==> src/rtl/rf_writeback_arbiter.sv <==
// Round-robin arbiter sharing one register-file write port between ALU, MEM and MUL
// writeback sources; a MUL grant writes the low half, then the high half to HI_ADDR.
module rf_writeback_arbiter #(
  parameter int             DW      = 16,
  parameter int             AW      = 4,
  parameter logic [AW-1:0]  HI_ADDR = AW'(15)
) (
  input  logic          clk,
  input  logic          rst,
  input  logic          alu_valid,
  input  logic [AW-1:0] alu_addr,
  input  logic [DW-1:0] alu_data,
  output logic          alu_ready,
  input  logic          mem_valid,
  input  logic [AW-1:0] mem_addr,
  input  logic [DW-1:0] mem_data,
  output logic          mem_ready,
  input  logic          mul_valid,
  input  logic [AW-1:0] mul_addr,
  input  logic [DW-1:0] mul_lo,
  input  logic [DW-1:0] mul_hi,
  output logic          mul_ready,
  output logic          wr_en,
  output logic [AW-1:0] wr_addr,
  output logic [DW-1:0] wr_data,
  output logic          busy
);

  typedef enum logic {ARB, MUL_HI} state_t;

  localparam logic [1:0] SRC_ALU = 2'd0;
  localparam logic [1:0] SRC_MEM = 2'd1;
  localparam logic [1:0] SRC_MUL = 2'd2;

  state_t        state_reg, state_next;
  logic [1:0]    ptr_reg, ptr_next;
  logic [DW-1:0] hi_reg, hi_next;
  logic          wr_en_reg, wr_en_next;
  logic [AW-1:0] wr_addr_reg, wr_addr_next;
  logic [DW-1:0] wr_data_reg, wr_data_next;

  logic [2:0]    req_valid;
  logic [2:0]    grant;
  logic [1:0]    sel;
  logic          found;
  logic [1:0]    order_idx [3];

  assign req_valid = {mul_valid, mem_valid, alu_valid};

  // Requester examined in position gi of this cycle's search, rotated by ptr.
  for (genvar gi = 0; gi < 3; gi++) begin : g_order
    assign order_idx[gi] = 2'((32'(ptr_reg) + gi) % 3);
  end

  always_comb begin
    state_next   = state_reg;
    ptr_next     = ptr_reg;
    hi_next      = hi_reg;
    wr_en_next   = 1'b0;
    wr_addr_next = wr_addr_reg;
    wr_data_next = wr_data_reg;
    grant        = 3'b000;
    sel          = SRC_ALU;
    found        = 1'b0;

    if (state_reg == MUL_HI) begin
      wr_en_next   = 1'b1;
      wr_addr_next = HI_ADDR;
      wr_data_next = hi_reg;
      state_next   = ARB;
    end else begin
      for (int i = 0; i < 3; i++) begin
        if (!found && req_valid[order_idx[i]]) begin
          found = 1'b1;
          sel   = order_idx[i];
        end
      end
    end

    if (found) begin
      grant[sel] = 1'b1;
      wr_en_next = 1'b1;
      ptr_next   = (sel == SRC_MUL) ? SRC_ALU : sel + 2'd1;
      case (sel)
        SRC_MEM: begin
          wr_addr_next = mem_addr;
          wr_data_next = mem_data;
        end
        SRC_MUL: begin
          wr_addr_next = mul_addr;
          wr_data_next = mul_lo;
          hi_next      = mul_hi;
          state_next   = MUL_HI;
        end
        default: begin
          wr_addr_next = alu_addr;
          wr_data_next = alu_data;
        end
      endcase
    end
  end

  always_ff @(posedge clk) begin
    if (rst) begin
      state_reg   <= ARB;
      ptr_reg     <= SRC_ALU;
      hi_reg      <= '0;
      wr_en_reg   <= 1'b0;
      wr_addr_reg <= '0;
      wr_data_reg <= '0;
    end else begin
      state_reg   <= state_next;
      ptr_reg     <= ptr_next;
      hi_reg      <= hi_next;
      wr_en_reg   <= wr_en_next;
      wr_addr_reg <= wr_addr_next;
      wr_data_reg <= wr_data_next;
    end
  end

  // Grants are suppressed while reset is held so nothing is consumed then dropped.
  assign alu_ready = grant[SRC_ALU] & ~rst;
  assign mem_ready = grant[SRC_MEM] & ~rst;
  assign mul_ready = grant[SRC_MUL] & ~rst;

  assign wr_en   = wr_en_reg;
  assign wr_addr = wr_addr_reg;
  assign wr_data = wr_data_reg;
  assign busy    = wr_en_reg | (state_reg == MUL_HI);

endmodule

==> config.mk <==
export PLATFORM = sky130hd
export DESIGN_NAME = rf_writeback_arbiter
export DESIGN_NICKNAME = d
export VERILOG_FILES = /design/src/rtl/rf_writeback_arbiter.sv
export SDC_FILE = /design/constraint.sdc
export NUM_CORES = 1
export LEC_CHECK = 0
export CAP_MARGIN = 20
export CORE_MARGIN = 2
export CORE_UTILIZATION = 42
export CTS_CLUSTER_SIZE = 40
export DETAILED_ROUTE_END_ITERATION = 8
export HOLD_SLACK_MARGIN = 0.1
export PLACE_DENSITY = 0.8
export RECOVER_POWER = 50
export SLEW_MARGIN = 20
export SYNTH_ARGS = -nofsm -noshare
export SYNTH_HDL_FRONTEND = slang
export SYNTH_SLANG_ARGS = --single-unit
==> constraint.sdc <==
create_clock -name clk -period 3.7 [get_ports clk]
set_clock_uncertainty 0.2 [all_clocks]
set_input_delay 1.11 -clock clk [delete_from_list [all_inputs] [get_ports clk]]
set_output_delay 1.11 -clock clk [all_outputs]
set_load 0.005 [all_outputs]
==> flow_summary.ini <==
[cts]
path_clk_slew_ps = 70
cts-root-buf = clkbuf_8
cts_sinks = 40
post_cts_buffers = 0
clock_latency_ps = 290
cts-htree-levels = 2
cts_tree = built
cts_buffers = 5
cts_max_path_buffers = 2

[logic_synthesis]
syn_nets = 382
synth_largest_area_cell = dfxtp_1
synth_edf_count = 0
synth-seq-cells = 40
ys_seq_area_share_pct = 33.2
synth_top_area_share_pct = 33.2
yosysMostFrequentCell = dfxtp_1
ys.warnings.count = 0
syn_inst = 294
synth_cell_types = 35
synth_ff_type = dfxtp_1
syn_area_um2 = 2410
syn_avg_cell_area_um2 = 8.19
synth_area_leaders = dfxtp_1 33%, nand2b_1 9.6%, mux2i_1 7.5%
ys_async_sr_fraction_pct = 0
yosys-top-cells-count = 40 x dfxtp_1, 37 x nand2b_1, 37 x nor2_1

[timing]
setup_viol = 3
slew_headroom_pct = 28.2
period_minus_slack_ps = 3770
max_freq_ghz = 0.265
rsz0062_at_grt = yes
worstMarginPinSlew_ps = 1080
fin_ws_ps = -72.8
drv_slew = 0
fin_setup_tns_ps = -155
hold_violations = 0
hold_ws_ps = 277
finalCritPeriodShare_pct = 102

[detailed_routing]
antenna_left = 0
drc = 0
dr.pass1.iters = 4
drt_wl_total_um = 6810
drtIter0Drc = 101
num_vias = 2547
viasPerCell = 5.30
wire_per_inst_um = 14.2

[worst_setup_path]
cp_data_arrival_time_ps = 2460
path_class = in2out
worst_setup_path_end_kind = output pin
path_max_fanout = 3
start_kind = input port
required_ps = 2390

[global_routing]
grt_max_degree = 46
grt_pass1_wl_um = 10700
overflow = 0
antenna_found_initial = 0
grt_pass1_vias = 2312
track_usage_pct = 21.1

[floorplan]
start_util_pct = 43.7
row_count = 27
core-area_um2 = 5510
io_pins = 106
die-area_um2 = 6360
die_y_um = 79.7
die_w_um = 79.7

[min_path]
hold_class = reg2reg

[power_and_ir_drop]
power_density_nw_per_um2 = 655
p_switching_w = 0.000939
internal_power_w = 0.00155
clock_power_share_pct = 13.9
combinationalPowerShare_pct = 59.8
power_w = 0.00249
power.share.sequential_pct = 26.4
p_leak_nw = 1.49
vdd_drop_max_mv = 0.319
p_sw_share_pct = 37.7

[layout]
area_growth_pct = 57.7
nNetsFinal = 496
fin_area_um2 = 3800
antenna_cells = 0
drive_above_1_share_pct = 13.4

[place]
placed_area_um2 = 3690
dp_hpwl_um = 5140
preCtsSetupSlack_ps = -946
io_buffers = 105
gp_congestion = 0.800

[outcome]
status = finished, violations left
violations = negative setup slack

[flow_run]
maxCapViolations = 0
-- worst paths after layout --
check                     startpoint                       to  slack (ps)  depth (start not counted)
min          hi_reg[15]$_SDFFE_PP0P_  hi_reg[15]$_SDFFE_PP0P_         280                          2
min reg2reg  hi_reg[15]$_SDFFE_PP0P_  hi_reg[15]$_SDFFE_PP0P_         280                          2
max reg2reg  ptr_reg[0]$_SDFFE_PP0N_   hi_reg[1]$_SDFFE_PP0P_         600                         12
max                        alu_valid                alu_ready         -70                          9
-- critical path, cell delays in order --
cell	delay (ps)
buf_6	90
inv_4	50
buf_6	100
a21oi_4	40
o31a_1	260
nand3b_1	280
ha_2	250
and3b_1	160
buf_2	120
-- logic make-up after synthesis --
| family | after synthesis | synth area share [%] |
|---|---|---|
| buf+inv | 33 | 5.61 |
| flops | 40 | 33.2 |
| fa+ha+maj | 8 | 4.05 |
| simple gates | 127 | 28.3 |
| compound gates | 68 | 21.4 |
| mux | 18 | 7.48 |
-- cell usage in the layout (no fill, tap or decap), types with 3 or more instances in the layout --
| master | n |
|---|---|
| a22oi_1 | 20 |
| a2111oi_2 | 3 |
| o21ai_0 | 21 |
| nor4_1 | 22 |
| clkbuf_8 | 5 |
| a2111oi_0 | 3 |
| a211oi_1 | 4 |
| buf_6 | 4 |
| buf_2 | 6 |
| nand2_1 | 20 |
| dfxtp_1 | 40 |
| nand2b_1 | 37 |
| nor2_1 | 37 |
| mux2i_1 | 18 |
| clkbuf_1 | 3 |
| dlygate4sd3_1 | 22 |
| buf_4 | 21 |
| clkdlybuf4s50_1 | 76 |
| ha_1 | 4 |
| a2111oi_1 | 10 |
-- power groups by stage --
| stage | logic [W] | clock network [W] | registers [W] |
|---|---|---|---|
| 2_1_floorplan | 0.000795 | 0 | 0.000667 |
| 3_3_place_gp | 0.00148 | 0 | 0.000666 |
| 3_5_place_dp | 0.00151 | 0 | 0.000669 |
| 4_1_cts | 0.00154 | 0.000350 | 0.000662 |
| 5_1_grt | 0.00163 | 0.000368 | 0.000675 |
| 6_report | 0.00149 | 0.000345 | 0.000657 |
-- metal layers --
| metal | vias to the layer above | GRT usage [%] | share of wire [%] |
|---|---|---|---|
| met3 | 9 | 2.60 | 5.3 |
| met2 | 82 | 35.0 | 48 |
| met5 | - | 0 | 0 |
| met1 | 1160 | 28.6 | 46 |
| met4 | 0 | 6.21 | 1.3 |
| li1 | 1296 | - | - |
-- final cells by class --
type	count	area (µm²)
fillers	451	1710
repair buffers	134	1270
inverters	6	25.0
flip-flops and latches	40	801
clock buffers	6	72.6
clock inverters	2	35.0
multi-input cells	221	1510
well taps	72	90.1
-- per-stage QoR --
step | util (%) | std cells
3_5_place_dp | 67.1 | 473
3_3_place_gp | 67.1 | 473
2_1_floorplan | - | 294
4_1_cts | 69.5 | 481
6_report | 69.0 | 481
5_1_grt | 69.0 | 481
-- what timing repair did --
item	in CTS	in global routing
cloned	0	0
hold buffers	0	0
pin swaps	7	4
setup endpoints to repair	3	3
gates resized for setup	38	2
Power figures use the tool's default switching activity.
